File: config.mk
export PLATFORM = sky130hd
export DESIGN_NAME = pipelined_regfile_4stage
export DESIGN_NICKNAME = d
export VERILOG_FILES = /design/src/rtl/pipelined_regfile_4stage.sv
export SDC_FILE = /design/constraint.sdc
export NUM_CORES = 1
export LEC_CHECK = 0
export CORE_MARGIN = 1.5
export CORE_UTILIZATION = 30
export DETAILED_ROUTE_END_ITERATION = 7
export GPL_TIMING_DRIVEN = 0
export REMOVE_ABC_BUFFERS = 1
export SYNTH_ARGS = -nofsm -noshare
export SYNTH_HDL_FRONTEND = slang
export SYNTH_SLANG_ARGS = --single-unit
File: constraint.sdc
create_clock -name clk -period 19.35 [get_ports clk]
set_input_delay 5.805 -clock clk [delete_from_list [all_inputs] [get_ports clk]]
set_output_delay 5.805 -clock clk [all_outputs]
set_load 0.01 [all_outputs]
File: src/rtl/pipelined_regfile_4stage.sv
// Four-stage IF/ID/EXE/WB pipeline over a 32x32 register file with a fixed 16-word ROM.
// WB writes straight out of the EXE/WB register; ID bypass and EXE forward both tap that register.
module pipelined_regfile_4stage (
  input  logic        clk,
  input  logic        rst,
  output logic [31:0] aluout_EXE_WB
);

  localparam logic [2:0] OP_NOP  = 3'd0;
  localparam logic [2:0] OP_ADD  = 3'd1;
  localparam logic [2:0] OP_SUB  = 3'd2;
  localparam logic [2:0] OP_AND  = 3'd3;
  localparam logic [2:0] OP_OR   = 3'd4;
  localparam logic [2:0] OP_XOR  = 3'd5;
  localparam logic [2:0] OP_ADDI = 3'd6;

  function automatic logic [31:0] rom_word(input logic [3:0] addr);
    case (addr)
      4'd0:    rom_word = {6'd6, 5'd1, 5'd0, 16'd5};
      4'd1:    rom_word = {6'd6, 5'd2, 5'd0, 16'd3};
      4'd2:    rom_word = {6'd1, 5'd3, 5'd1, 5'd2, 11'd0};
      4'd3:    rom_word = {6'd2, 5'd4, 5'd3, 5'd1, 11'd0};
      4'd4:    rom_word = {6'd3, 5'd5, 5'd3, 5'd2, 11'd0};
      4'd5:    rom_word = {6'd4, 5'd6, 5'd3, 5'd2, 11'd0};
      4'd6:    rom_word = {6'd5, 5'd7, 5'd6, 5'd1, 11'd0};
      4'd7:    rom_word = {6'd6, 5'd0, 5'd0, 16'd7};
      4'd8:    rom_word = {6'd1, 5'd8, 5'd0, 5'd4, 11'd0};
      default: rom_word = 32'd0;
    endcase
  endfunction

  logic [3:0]  r_pc;
  logic [31:0] r_ifid_instr;
  logic [31:0] r_regs [0:31];

  logic [2:0]  r_ex_op;
  logic [4:0]  r_ex_rd;
  logic [4:0]  r_ex_rs1;
  logic [4:0]  r_ex_rs2;
  logic [31:0] r_ex_a;
  logic [31:0] r_ex_b;
  logic [31:0] r_ex_imm;
  logic        r_ex_we;

  logic [31:0] r_aluout;
  logic [4:0]  r_wb_rd;
  logic        r_wb_we;

  logic [5:0]  w_id_opcode;
  logic [4:0]  w_id_rd;
  logic [4:0]  w_id_rs1;
  logic [4:0]  w_id_rs2;
  logic [2:0]  w_id_op;
  logic        w_id_valid;
  logic [31:0] w_id_a;
  logic [31:0] w_id_b;
  logic        w_wb_live;
  logic [31:0] w_ex_a;
  logic [31:0] w_ex_b;
  logic [31:0] w_alu;

  assign w_id_opcode = r_ifid_instr[31:26];
  assign w_id_rd     = r_ifid_instr[25:21];
  assign w_id_rs1    = r_ifid_instr[20:16];
  assign w_id_rs2    = r_ifid_instr[15:11];
  assign w_wb_live   = r_wb_we && (r_wb_rd != 5'd0);

  // Decode; unknown opcodes collapse onto NOP so they never write.
  always_comb begin
    w_id_op    = OP_NOP;
    w_id_valid = 1'b0;
    if ((w_id_opcode >= 6'd1) && (w_id_opcode <= 6'd6)) begin
      w_id_op    = w_id_opcode[2:0];
      w_id_valid = 1'b1;
    end else begin
      w_id_op    = OP_NOP;
      w_id_valid = 1'b0;
    end
  end

  // Register read with same-cycle WB bypass; r0 is hardwired to zero.
  always_comb begin
    w_id_a = 32'd0;
    w_id_b = 32'd0;
    if (w_id_rs1 == 5'd0)                      w_id_a = 32'd0;
    else if (w_wb_live && (r_wb_rd == w_id_rs1)) w_id_a = r_aluout;
    else                                       w_id_a = r_regs[w_id_rs1];
    if (w_id_rs2 == 5'd0)                      w_id_b = 32'd0;
    else if (w_wb_live && (r_wb_rd == w_id_rs2)) w_id_b = r_aluout;
    else                                       w_id_b = r_regs[w_id_rs2];
  end

  // EXE operand forwarding from EXE/WB overrides the value latched in ID/EXE.
  always_comb begin
    w_ex_a = r_ex_a;
    w_ex_b = r_ex_b;
    if (w_wb_live && (r_wb_rd == r_ex_rs1)) w_ex_a = r_aluout;
    else                                    w_ex_a = r_ex_a;
    if (w_wb_live && (r_wb_rd == r_ex_rs2)) w_ex_b = r_aluout;
    else                                    w_ex_b = r_ex_b;
  end

  // ALU, modulo 2^32.
  always_comb begin
    w_alu = 32'd0;
    case (r_ex_op)
      OP_ADD:  w_alu = w_ex_a + w_ex_b;
      OP_SUB:  w_alu = w_ex_a - w_ex_b;
      OP_AND:  w_alu = w_ex_a & w_ex_b;
      OP_OR:   w_alu = w_ex_a | w_ex_b;
      OP_XOR:  w_alu = w_ex_a ^ w_ex_b;
      OP_ADDI: w_alu = w_ex_a + r_ex_imm;
      default: w_alu = 32'd0;
    endcase
  end

  // Pipeline registers and PC.
  always_ff @(posedge clk or posedge rst) begin
    if (rst) begin
      r_pc         <= 4'd0;
      r_ifid_instr <= 32'd0;
      r_ex_op      <= OP_NOP;
      r_ex_rd      <= 5'd0;
      r_ex_rs1     <= 5'd0;
      r_ex_rs2     <= 5'd0;
      r_ex_a       <= 32'd0;
      r_ex_b       <= 32'd0;
      r_ex_imm     <= 32'd0;
      r_ex_we      <= 1'b0;
      r_aluout     <= 32'd0;
      r_wb_rd      <= 5'd0;
      r_wb_we      <= 1'b0;
    end else begin
      r_pc         <= r_pc + 4'd1;
      r_ifid_instr <= rom_word(r_pc);
      r_ex_op      <= w_id_op;
      r_ex_rd      <= w_id_rd;
      r_ex_rs1     <= w_id_rs1;
      r_ex_rs2     <= (w_id_op == OP_ADDI) ? 5'd0 : w_id_rs2;
      r_ex_a       <= w_id_a;
      r_ex_b       <= w_id_b;
      r_ex_imm     <= {{16{r_ifid_instr[15]}}, r_ifid_instr[15:0]};
      r_ex_we      <= w_id_valid;
      r_aluout     <= w_alu;
      r_wb_rd      <= r_ex_rd;
      r_wb_we      <= r_ex_we;
    end
  end

  // Register file write-back.
  always_ff @(posedge clk or posedge rst) begin
    if (rst) begin
      for (int i = 0; i < 32; i++) r_regs[i] <= 32'd0;
    end else if (w_wb_live) begin
      r_regs[r_wb_rd] <= r_aluout;
    end else begin
      r_regs[0] <= 32'd0;
    end
  end

  assign aluout_EXE_WB = r_aluout;

endmodule

# Word-level counts from Yosys, hierarchy flattened
# Memories as Yosys holds them, arrays and structs flattened. A register that Yosys moved wholly into a read port is not among the register bits.
# Cells that the tools add are included.
[classes]
add_sub_neg = 4
n_lt_le_gt_ge = 6
eq_ne = 11
n_mux = 20
bitwise = 6
n_reduce_logical = 10
[ops]
columns = ["cell", "count"]
rows = [
  ["bitwise mux 1024 bit", 1],
  ["two-way mux 32 bit", 12],
  ["binary-select mux 32 bit (select 5 bit)", 2],
  ["case mux 32 bit (6 select lines)", 1],
  ["demux 32 bit (select 5 bit)", 1],
  ["adder 32 bit", 2],
  ["bitwise AND 32 bit", 1],
  ["OR 32 bit", 1],
  ["subtractor 32 bit", 1],
  ["XOR 32 bit", 1],
  ["equality test 5 bit", 4],
  [">= comparator 6 bit (second input constant)", 3],
  ["inverter 5 -> 6 bit", 3],
  ["equality test 3 bit (second input constant)", 4],
  ["zero test 5 bit", 2],
  ["logical AND 1 bit", 7],
  ["equality test 3 x 2 -> 1 bit (second input constant)", 2],
  [">= comparator 6 x 1 -> 1 bit (second input constant)", 1],
  ["<= comparator 6 x 3 -> 1 bit (second input constant)", 1],
  ["less-than comparator 6 x 1 -> 1 bit (second input constant)", 1],
  ["two-way mux 5 bit", 1],
  ["nonzero test 5 bit", 1],
  ["adder 4 x 1 -> 4 bit (second input constant)", 1],
  ["equality test 3 x 1 -> 1 bit (second input constant)", 1],
  ["other kinds (2)", 2],
]
[totals]
reg_bits = 1197
mem_bits_ro = 256
in_bits = 2
wordCells = 103
memories = 1
[memory_table]
columns = ["memory", "words", "width", "read_ports", "rd_ports_with_merged_regs", "wr", "line", "source"]
rows = [
  ["(no name shown)", 16, 16, 1, 1, 0, "18", "case (addr)"],
]

# Depth between registers and ports, before layout
[depth]
ltp_word = 7
ltp_mapped = 26
mapped_depth_nobuf = 21

# Worst setup path after synthesis
# Ideal clock, no wire load.
[synth_timing]
path_kind = "register to output"
start = "register r_aluout[31], in the netlist aluout_EXE_WB[31]"
end = "output port aluout_EXE_WB[31]"
t_arrival_ns = 0.444
required_ns = 13.545
slack_ns = 13.101
path_stages_with_launch = 1
path_cell_list = "dfrtp_1"
[synth_rtl]
columns = ["item", "line", "source"]
rows = [
  ["from (decl)", "45", "logic [31:0] r_aluout;"],
  ["from (signal assigned)", "144", "r_aluout <= w_alu;"],
  ["to (decl)", "6", "output logic [31:0] aluout_EXE_WB"],
]
# No word-level cell between the ends.

# Worst setup path in the final report
[layout_timing]
start = "register r_aluout[15], in the netlist aluout_EXE_WB[15]"
end = "output port aluout_EXE_WB[15]"
# No word-level cell between the ends.

==> impl_metrics.tcl <==
set metrics [dict create \
    status "complete, no violations" \
    path_max_fanout 15 \
    gp_congestion 0.888 \
    nets 2289 \
    grt_max_degree 134 \
    finalCritPeriodShare 0.407 \
    grt_overflow 0 \
    tightest_slew_ns 1.43 \
    crit_path_end "aluout_EXE_WB[15]" \
    synth_edf_count 0 \
    synthXorXnorAreaFrac 0.0162 \
    vdd_drop_max_mv 0.0471 \
    ys_ff_latch 361 \
    r2r_setup_slack_ns 12.36 \
    r2r-end "aluout_EXE_WB[27]" \
    numPortBuffers 33 \
    drv_slew 0 \
    pre_cts_ws_ns 11.62 \
    crit_path_start_kind "flip-flop" \
    num_io_pins 34 \
    syn2layout_area_growth_pct 14.9 \
    initial_utilization 0.303 \
    post_cts_buffers 0 \
    netlist-cell-type-count 66 \
    cts_tree "yes" \
    gr-usage-all-layers 0.178 \
    synth_mux_area_frac 0.177 \
    worstSetupPathType "reg -> out" \
    synth_fa_ha_area_frac 0.0604 \
    synth_top_family_by_area "compound AO/OA/AOI/OAI gates" \
    grt_pass1_vias 17600 \
    synth_top_flop_cell "dfrtp_1" \
    rsz0062_at_grt "false" \
    clock.fmax_mhz 127 \
    r2r_cells 21 \
    via_count 17700 \
    postSynthCellCount 2250 \
    hold_ws_ns 0.350 \
    clkTransAtPathRegs_ns 0.07 \
    setup_viol 0 \
    dpl.hpwl_um 44700 \
    wirelength_um 66700 \
    cts_made_buffers 41 \
    cp_data_arrival_time_ns 2.07 \
    power_density_mw_per_mm2 65.0 \
    fin_cells 3166 \
    r2r-start "r_wb_rd[0]" \
    drt_pass1_iterations 5 \
    synth_area_per_cell_sq_um 9.64 \
    netlist_area_sq_mm 0.0217 \
    htreeDepth 2 \
    yosys_warnings 0 \
    cp-startpoint "aluout_EXE_WB[15]" \
    max_slew_margin 0.0489 \
    clockRootBuffer "clkbuf_16" \
    hold_viol 0 \
    setup_ws_ns 11.47 \
    grt_pass1_wl_um 104000 \
    antenna_found_initial 2 \
    hold_path.class "reg -> reg" \
    num_rows 98 \
    cts_buffer_depth 3 \
    cp_num_buf_inv 1 \
    drv_cap 0 \
    cp.required_ns 13.54 \
    coreArea_sq_mm 0.0715 \
    cts_hold_buffers 0 \
    n_antenna_cell 0 \
    die_area_sq_mm 0.0739 \
    drtIter0Drc 1421 \
    synth_compound_area_frac 0.182 \
    dp_cells 3090 \
    synth_simple_gate_area_frac 0.101 \
    drt-vias-per-instance 5.59 \
    routedWlPerCell_um 21.1 \
    finalClockSkew_ns 0.0375 \
    power_leakage_uw 0.0118 \
    max_stage_delay_ns 0.83 \
    seq_area_frac_synth 0.417 \
    clk_latency_ns 0.59 \
    fp.dieW_um 272 \
    critical-path-slowest-cell "dfrtp_1" \
    finalCriticalPeriod_ns 7.88 \
    endpoint_kind "output port" \
    critical-path-top-delay-family "flip-flops" \
    die_y_um 272 \
    cts_sinks 361 \
    synth-async-reset-ratio 1.00 \
    cp.depth 1 \
    drive_above_1_share 0.170 \
    antenna_left 0 \
    crit_chain "clkdlybuf4s50_1" \
    drt_drc_violations_left 0 \
    ctsResizeCount 0 \
]
-- cell usage after synthesis (15+ instances only) --
cell type    n  share of area
dfrtp_1    361           0.42
o22ai_1     90          0.026
o31ai_1     39          0.014
nand3_1     23         0.0053
xor2_1      15         0.0061
nor3_1      53          0.012
clkbuf_1   162          0.028
a21oi_1    180          0.042
o221ai_1    22         0.0089
o21ai_0    136          0.031
nor2_1     209          0.036
mux2_2     221           0.11
o211ai_1    40          0.014
nand2_1    120          0.021
inv_1       77          0.013
or3_1       15         0.0043
ha_1       103          0.059
a221oi_1    34          0.014
a21o_1      17         0.0059
mux2i_1    130          0.060
a211oi_1    16         0.0055
xnor2_1     25          0.010
-- flip-flops by register name (all words and copies together) (netlist names), 2 cells and up --
signal         flops
r_ex_rd            3
r_ex_rs2           3
r_ex_b            32
aluout_EXE_WB     32
r_ex_imm           6
r_pc               4
r_ex_rs1           2
r_wb_rd            4
r_ifid_instr      14
r_ex_op            3
r_ex_a            32
r_regs           224
-- power breakdown --
| part | leakage [uW] | switching (uW) | total [uW] | internal [uW] |
|---|---|---|---|---|
| logic | 0.00611 | 15.1 | 17.1 | 1.97 |
| clock network | 0.000719 | 340 | 849 | 510 |
| registers | 0.00494 | 0 | 755 | 755 |
| total | 0.0118 | 355 | 1620 | 1270 |
-- worst min path at each step --
stage	to	from	cells after the start
after floorplan	r_ex_imm[0]	r_ifid_instr[0]	0
after global placement	r_ex_rd[0]	r_ifid_instr[21]	0
after global routing	r_ex_rd[0]	r_ifid_instr[21]	0
after CTS	r_ex_rd[0]	r_ifid_instr[21]	0
final	r_ex_rd[0]	r_ifid_instr[21]	0
after detailed placement	r_ex_rd[0]	r_ifid_instr[21]	0
-- area by class of cell --
type	count	area, sq um
Fill cell	7074	46600
Tap cell	950	1190
Clock inverter	23	319
Clock buffer	53	1160
Sequential cell	361	9060
Multi-Input combinational cell	1625	11700
Timing Repair Buffer	74	1170
Inverter	80	308
-- through the flow --
stage | total power (uW) | cell area [sq um] | util | TNS [ns]
final | 1620 | 24900 | 0.349 | 0
after global routing | 1670 | 24900 | 0.349 | 0
after CTS | 1640 | 24900 | 0.349 | 0
after detailed placement | 787 | 23400 | 0.328 | 0
after global placement | 785 | 22500 | 0.315 | -301.81
after floorplan | 780 | 21000 | - | 0
-- kinds of logic after synthesis --
kind of cell / after synthesis
compound gates: 634
simple gates: 492
flops: 361
mux: 355
buf+inv: 264
fa+ha+maj: 104
xor+xnor: 40
-- metal layers --
layer	share of wire	vias to the layer above	GRT usage
li1	-	8072	-
met1	0.44	8946	0.239
met2	0.47	542	0.295
met3	0.055	131	0.0229
met4	0.027	0	0.0564
met5	0	-	0
-- placed cells by master, fill, tap and decap left out, types with 22 or more instances in the layout --
cell type / count
dfrtp_1: 353
mux2_2: 221
nor2_1: 204
a21oi_1: 180
o21ai_0: 135
mux2i_1: 130
nand2_1: 116
ha_1: 103
o22ai_1: 90
inv_1: 76
nor3_1: 52
clkbuf_16: 41
o211ai_1: 40
o31ai_1: 39
a221oi_1: 34
clkdlybuf4s50_1: 33
xnor2_1: 25
nand3_1: 23
o221ai_1: 22
No activity file was read; power rests on OpenSTA's default activity.
